### src/rtl/serial_pattern_streamer.sv
// Loads a parallel pattern and streams it MSB-first on X at DIV clocks per bit,
// with a one-cycle bit_strobe per new bit and a start/busy/done handshake.
module serial_pattern_streamer #(
    parameter int unsigned WIDTH = 16,
    parameter int unsigned DIV   = 50000000
) (
    input  logic                     clk,
    input  logic                     reset,
    input  logic                     start,
    input  logic [WIDTH-1:0]         pattern,
    input  logic [$clog2(WIDTH):0]   len,
    output logic                     X,
    output logic                     bit_strobe,
    output logic                     busy,
    output logic                     done
);

    localparam int unsigned LenW = $clog2(WIDTH) + 1;
    localparam int unsigned DivW = (DIV > 1) ? $clog2(DIV) : 1;

    typedef enum logic [1:0] {
        Idle  = 2'd0,
        Shift = 2'd1,
        Done  = 2'd2
    } stateType;

    stateType         state;
    stateType         stateNext;
    logic [WIDTH-1:0] shiftReg;
    logic [WIDTH-1:0] shiftNext;
    logic [LenW-1:0]  bitCnt;
    logic [LenW-1:0]  bitCntNext;
    logic [DivW-1:0]  divCnt;
    logic [DivW-1:0]  divCntNext;
    logic             xNext;
    logic             strobeNext;
    logic             busyNext;
    logic             doneNext;

    logic [LenW-1:0]  effLen;
    logic [WIDTH-1:0] aligned;
    logic             lastDiv;
    logic             lastBit;

    // Out-of-range lengths clamp to the full width; the pattern is left-aligned
    // so the first bit to send always sits in the MSB of the shift register.
    always_comb begin
        effLen = len;
        if (len == '0 || len > LenW'(WIDTH)) begin
            effLen = LenW'(WIDTH);
        end
        aligned = pattern << (LenW'(WIDTH) - effLen);
    end

    assign lastDiv = (divCnt == DivW'(DIV - 1));
    assign lastBit = (bitCnt <= LenW'(1));

    always_ff @(posedge clk or negedge reset) begin
        if (!reset) begin
            state      <= Idle;
            shiftReg   <= '0;
            bitCnt     <= '0;
            divCnt     <= '0;
            X          <= 1'b0;
            bit_strobe <= 1'b0;
            busy       <= 1'b0;
            done       <= 1'b0;
        end else begin
            state      <= stateNext;
            shiftReg   <= shiftNext;
            bitCnt     <= bitCntNext;
            divCnt     <= divCntNext;
            X          <= xNext;
            bit_strobe <= strobeNext;
            busy       <= busyNext;
            done       <= doneNext;
        end
    end

    always_comb begin
        stateNext = state;
        case (state)
            Idle:    if (start) stateNext = Shift;
            Shift:   if (lastDiv && lastBit) stateNext = Done;
            Done:    stateNext = Idle;
            default: stateNext = Idle;
        endcase
    end

    // Next values for the datapath and the registered outputs.
    always_comb begin
        shiftNext  = shiftReg;
        bitCntNext = bitCnt;
        divCntNext = divCnt;
        xNext      = X;
        strobeNext = 1'b0;
        busyNext   = 1'b0;
        doneNext   = 1'b0;
        case (state)
            Idle: begin
                xNext = 1'b0;
                if (start) begin
                    shiftNext  = aligned;
                    bitCntNext = effLen;
                    divCntNext = '0;
                    xNext      = aligned[WIDTH-1];
                    strobeNext = 1'b1;
                    busyNext   = 1'b1;
                end
            end
            Shift: begin
                busyNext = 1'b1;
                if (lastDiv) begin
                    divCntNext = '0;
                    if (!lastBit) begin
                        shiftNext  = shiftReg << 1;
                        xNext      = shiftReg[WIDTH-2];
                        strobeNext = 1'b1;
                        bitCntNext = bitCnt - LenW'(1);
                    end else begin
                        xNext      = 1'b0;
                        busyNext   = 1'b0;
                        doneNext   = 1'b1;
                        bitCntNext = '0;
                    end
                end else begin
                    divCntNext = divCnt + DivW'(1);
                end
            end
            Done: begin
                xNext = 1'b0;
            end
            default: begin
                xNext = 1'b0;
            end
        endcase
    end

endmodule

### config.mk
export PLATFORM = sky130hd
export DESIGN_NAME = serial_pattern_streamer
export DESIGN_NICKNAME = d
export VERILOG_FILES = /design/src/rtl/serial_pattern_streamer.sv
export SDC_FILE = /design/constraint.sdc
export NUM_CORES = 1
export LEC_CHECK = 0
export CORE_MARGIN = 3
export CORE_UTILIZATION = 35
export DETAILED_ROUTE_END_ITERATION = 8
export SYNTH_ARGS = -nofsm -noshare
export SYNTH_HDL_FRONTEND = slang
export SYNTH_SLANG_ARGS = --single-unit
### constraint.sdc
create_clock -name clk -period 2.34 [get_ports clk]
set_input_delay 0.234 -clock clk [delete_from_list [all_inputs] [get_ports clk]]
set_output_delay 0.234 -clock clk [all_outputs]
set_load 0.01 [all_outputs]
### After elaboration in Yosys (flattened, before gate mapping)

Index checks and enable logic that the tools add are counted.

* add/subtract/negate cells: 3
* $lt $le $gt $ge: 2
* equal/unequal tests: 6
* shift-type cells: 1
* mux-type cells: 28
* reductions and logical operators: 9

Operator list (number)
* $mux 26: 2
* $pmux 26 s2: 1
* $mux 15: 3
* $pmux 15 s2: 1
* $add 26x1->26 const B: 1
* $eq 26x26->1 const B: 1
* $mux 5: 4
* $shl 16x5->16: 1
* $mux 1: 10
* $pmux 5 s2: 1
* $ne 2x2->1 const B: 4
* $pmux 1 s2: 3
* $gt 5x5->1 const B: 1
* $le 5x1->1 const B: 1
* $logic_not 5->1: 1
* $sub 5x1->5 const B: 1
* $sub 5x5->5 const A: 1
* $mux 2: 2
* $pmux 2 s2: 1
* $reduce_and 2->1: 2
* $reduce_and 4->1: 1
* $reduce_and 3->1: 1
* $eq 2x1->1 const B: 1
* $logic_not 2->1: 1
* other kinds (3): 3

* flip-flop bits (word level): 52
* output and inout port bits: 4

### Logic depth before layout (Yosys ltp)

* depth in word-level cells: 7
* gate-level depth with buffers: 17
* gate-level depth less buffers: 12

### Worst setup path after synthesis

Ideal clock, no wire load.

* kind: input port to flip-flop
* start: input len[0]
* end: register shiftReg[14]
* arrival time: 3.135 ns
* data required time: 2.219 ns
* setup slack: -0.917 ns
* stages: 17
* cells stage by stage: clkbuf_1 nor2_1 nand2_1 ha_1 buf_2 nor2b_1 buf_4 buf_4 inv_1 ha_1 clkbuf_1 mux2_2 a21oi_1 nor2_1 a21oi_1 o311ai_1 o22a_1

* longest elaborated chain between the ends: 7
* elaborated cells on any way between the ends: 8

Ends and longest elaborated chain
* start, declared: RTL line 11 `input logic [$clog2(WIDTH):0] len,`
* $gt 5x5->1 / $logic_not 5->1 (equally long branches): RTL line 49 `if (len == '0 || len > LenW'(WIDTH)) begin`
* $logic_or 1x1->1: RTL line 49
* $mux 5 *: RTL line 49
* $sub 5x5->5 *: RTL line 52 `aligned = pattern << (LenW'(WIDTH) - effLen);`
* $shl 16x5->16 *: RTL line 52
* $mux 15 *: RTL line 102 `if (start) begin`
* $pmux 15 s2 *: RTL line 99 `case (state)`
* end signal, assigned: RTL line 70 `shiftReg <= shiftNext;`
* end, declared: RTL line 29 `logic [WIDTH-1:0] shiftReg;`

Every way passes the cells marked *; elsewhere a longest branch is shown, timed or not. The select of a mux whose other input is x is not followed.
A chain may end at the register's enable or synchronous reset.

### Final worst setup path

* start: input len[3]
* end: register shiftReg[14]

The elaborated chain is that of the path after synthesis.

==> summary.txt <==
Status = finished, final reports clean
Die width = 109.6 um
F_max = 453.1 MHz
Skew final = 0.01983 ns
Syn_area_per_cell = 8.618 sq um
WL/cell = 15.98 um
Die ar. = 12,010 sq um
Worst-skew pair later-pin latency = 0.32 ns
R2R setup slack = 0.19 ns
Design area = 4786 sq um
Setup violators final = 0
Peak supply drop = 0.2515 mV
CTS tree = built
Setup crit end kind = register
Synth unique cells = 64
Core ar. = 10,370 sq um
Setup CP Type = in -> reg
Pre-CTS setup slack = -0.7849 ns
DR DRC count = 0
Seq/Total Area, Yosys = 0.3463
RSZ-0062 raised after global routing = no
1st-iter DRT viols = 193
EDFF count, synth = 0
Pleak = 1.934 nW
Critical Path RT = 2.53 ns
Main flop type after synthesis = dfrtp_1
Synth Register Bits = 52
Largest net degree at the start of global routing = 29
Root Buffer = clkbuf_8
Overall power = 1.985 mW
Worst EP arrival = 2.40 ns
Nets = 525
Vias in the first global route = 3,455
Final WS setup = 0.1331 ns
Area Overhead vs Synth = 27.37%
Via/cell ratio = 5.600
FFs w/ async S/R, synth = 1.000
Slew @ Worst Pin = 0.6055 ns
Startpoint Class = input port
Vias = 3,545
Placed Area = 4518 sq um
Initial core utilization = 0.3623
H-tree depth = 2
Io pins = 28
Mapped Cells = 436
Clk slew on worst S/H paths = 0.10 ns
Max FO, Critical Path = 4
Highest-delay cell along the critical path = mux2_4
MaxCap Viol Count = 0
Final wirelength = 10.11 mm
Hold crit path type = in -> reg
Post-DRT Antenna Nets = 0
First-pass GRT wire length = 17.24 mm
Placed cell count = 618
Post-Syn Area = 3757 sq um
P per Cell Area = 414.7 nW/um^2
CTS Sinks = 52
Share of post-route cells with drive strength above 1 = 0.2435
Fin crit share = 0.9431
Critical-path cell list = clkbuf_2, nor2_2, nand2_2, ha_4, nor2b_4, clkinvlp_4, ha_4, mux2_4, a21oi_4, nor2_2, a21oi_2, o311ai_2, o22a_1
N_diodes = 0
Clock buffer depth = 2
Final cell count without fillers = 633
PortBufs = 27
Most frequent cells in the layout = dfrtp_1, nand2_1, buf_4
Final max-slew violation count = 0
CP max stage delay = 0.31 ns
Number of CTS-inserted buffers = 5
Total of warnings raised by yosys = 0
HPWL Detailed = 7.502 mm
Slew HR = 0.5963
Synthesized net count = 465
Hold Vio Cnt, Final = 0
GPL Wtd Cong = 0.8716
Antenna violations before repair = 0
Rows = 37
GRT Overall Usage = 0.1788
Die Span Y = 109.6 um
Router iterations before antenna repair = 4
Grt total ovfl = 0
Min cycle time layout = 2.207 ns
[registers in the layout, summed over array words and instances, names as in the netlist]
name        flops
bitCnt          5
state           2
shiftReg       15
X               1
divCnt         26
done            1
bit_strobe      1
busy            1
[critical path: cells and delay by family]
family | cells | cell delay [ns]
muxes | 1 | 0.31
and+or+nand+nor | 4 | 0.41
adders and majority gates | 2 | 0.55
AOI/OAI and AO/OA | 4 | 0.67
buffers and inverters | 2 | 0.22
[synthesized netlist by cell type (all sizes together) (2+ instances only)]
cell type / n / share of area
nor2b: 8 / 0.013
nand4: 11 / 0.018
o41ai: 3 / 0.0070
inv: 14 / 0.014
and2: 7 / 0.012
o31ai: 5 / 0.010
a211oi: 3 / 0.0060
o21a: 4 / 0.0080
o22ai: 4 / 0.010
mux2i: 16 / 0.043
a21oi: 25 / 0.033
mux4: 6 / 0.036
nor4: 5 / 0.010
o21ai: 50 / 0.067
nor4b: 3 / 0.0070
nor3: 8 / 0.011
dfrtp: 52 / 0.35
nand2b: 3 / 0.0050
a32oi: 2 / 0.0047
ha: 5 / 0.017
nor2: 31 / 0.032
clkbuf: 12 / 0.012
o211ai: 5 / 0.010
o21bai: 3 / 0.0060
and4: 4 / 0.0093
buf: 16 / 0.029
a221oi: 2 / 0.0047
and3: 9 / 0.016
xnor2: 4 / 0.015
a22oi: 4 / 0.0080
nand2: 54 / 0.054
mux2: 10 / 0.030
nand3: 8 / 0.011
or3: 3 / 0.0050
o211a: 3 / 0.0080
o22a: 2 / 0.0047
o31a: 2 / 0.0047
a31oi: 16 / 0.030
[final timing paths]
kind                                 start            to  depth (start not counted)
worst min register to register  divCnt[23]    divCnt[23]                          1
worst max-delay path                len[3]  shiftReg[14]                         13
worst min-delay path                len[1]     bitCnt[1]                          4
min in group asynchronous            reset      state[0]                          2
max in group asynchronous            reset     divCnt[6]                          3
worst max register to register  divCnt[16]   shiftReg[8]                          8
[cells by family after synthesis]
| kind of cell | count (synthesis) | synth area share |
|---|---|---|
| multiplexers | 32 | 0.1086 |
| XOR/XNOR | 4 | 0.01532 |
| flip-flops | 52 | 0.3463 |
| adder cells (fa/ha/maj) | 5 | 0.01665 |
| AND/OR/NAND/NOR | 160 | 0.2168 |
| AO/OA/AOI/OAI | 141 | 0.2408 |
| buffers and inverters | 42 | 0.05561 |
[final cells by class]
| type | instances | area [sq um] |
|---|---|---|
| clock buffer | 5 | 68.82 |
| clock inverter | 3 | 21.27 |
| fill | 1024 | 5584 |
| inverter | 14 | 61.31 |
| multi-input combinational | 342 | 2450 |
| sequential | 52 | 1301 |
| tap | 136 | 170.2 |
| timing repair buffer | 81 | 713.2 |
[stage by stage]
| stage | util | setup TNS, ns | hold slack [ns] |
|---|---|---|---|
| final | 0.4615 | 0 | 0.3825 |
| after global routing | 0.4615 | 0 | 0.3926 |
| after CTS | 0.4523 | 0 | 0.4867 |
| after detailed placement | 0.4357 | -9.974 | 0.2878 |
| after global placement | 0.4357 | -9.446 | 0.2841 |
| after floorplan | - | -8.311 | -0.06159 |
[power breakdown]
part           total [mW]  internal [mW]  switching [mW]
clock network       0.535          0.213           0.321
logic               0.546          0.279           0.267
registers           0.904          0.902         0.00169
[metal layers]
metal / share of wire / vias to the layer above / routed length (um) / global-route usage
met1: 0.46 / 1729 / 4702 / 0.2430
met4: 0.0053 / 0 / 54 / 0.03473
met2: 0.49 / 64 / 4998 / 0.3069
li1: - / 1748 / - / -
met5: 0 / - / 0 / 0
met3: 0.035 / 4 / 357 / 0.02173
[timing repair]
item | CTS | global route
setup buffers | 2 | 4
hold buffers | 1 | 0
setup endpoints to repair | 16 | 16
gates resized for setup | 15 | 24
pin swaps | 8 | 16
hold endpoints to repair | 24 | 0
Note: power is estimated with default switching activity, not from simulation.
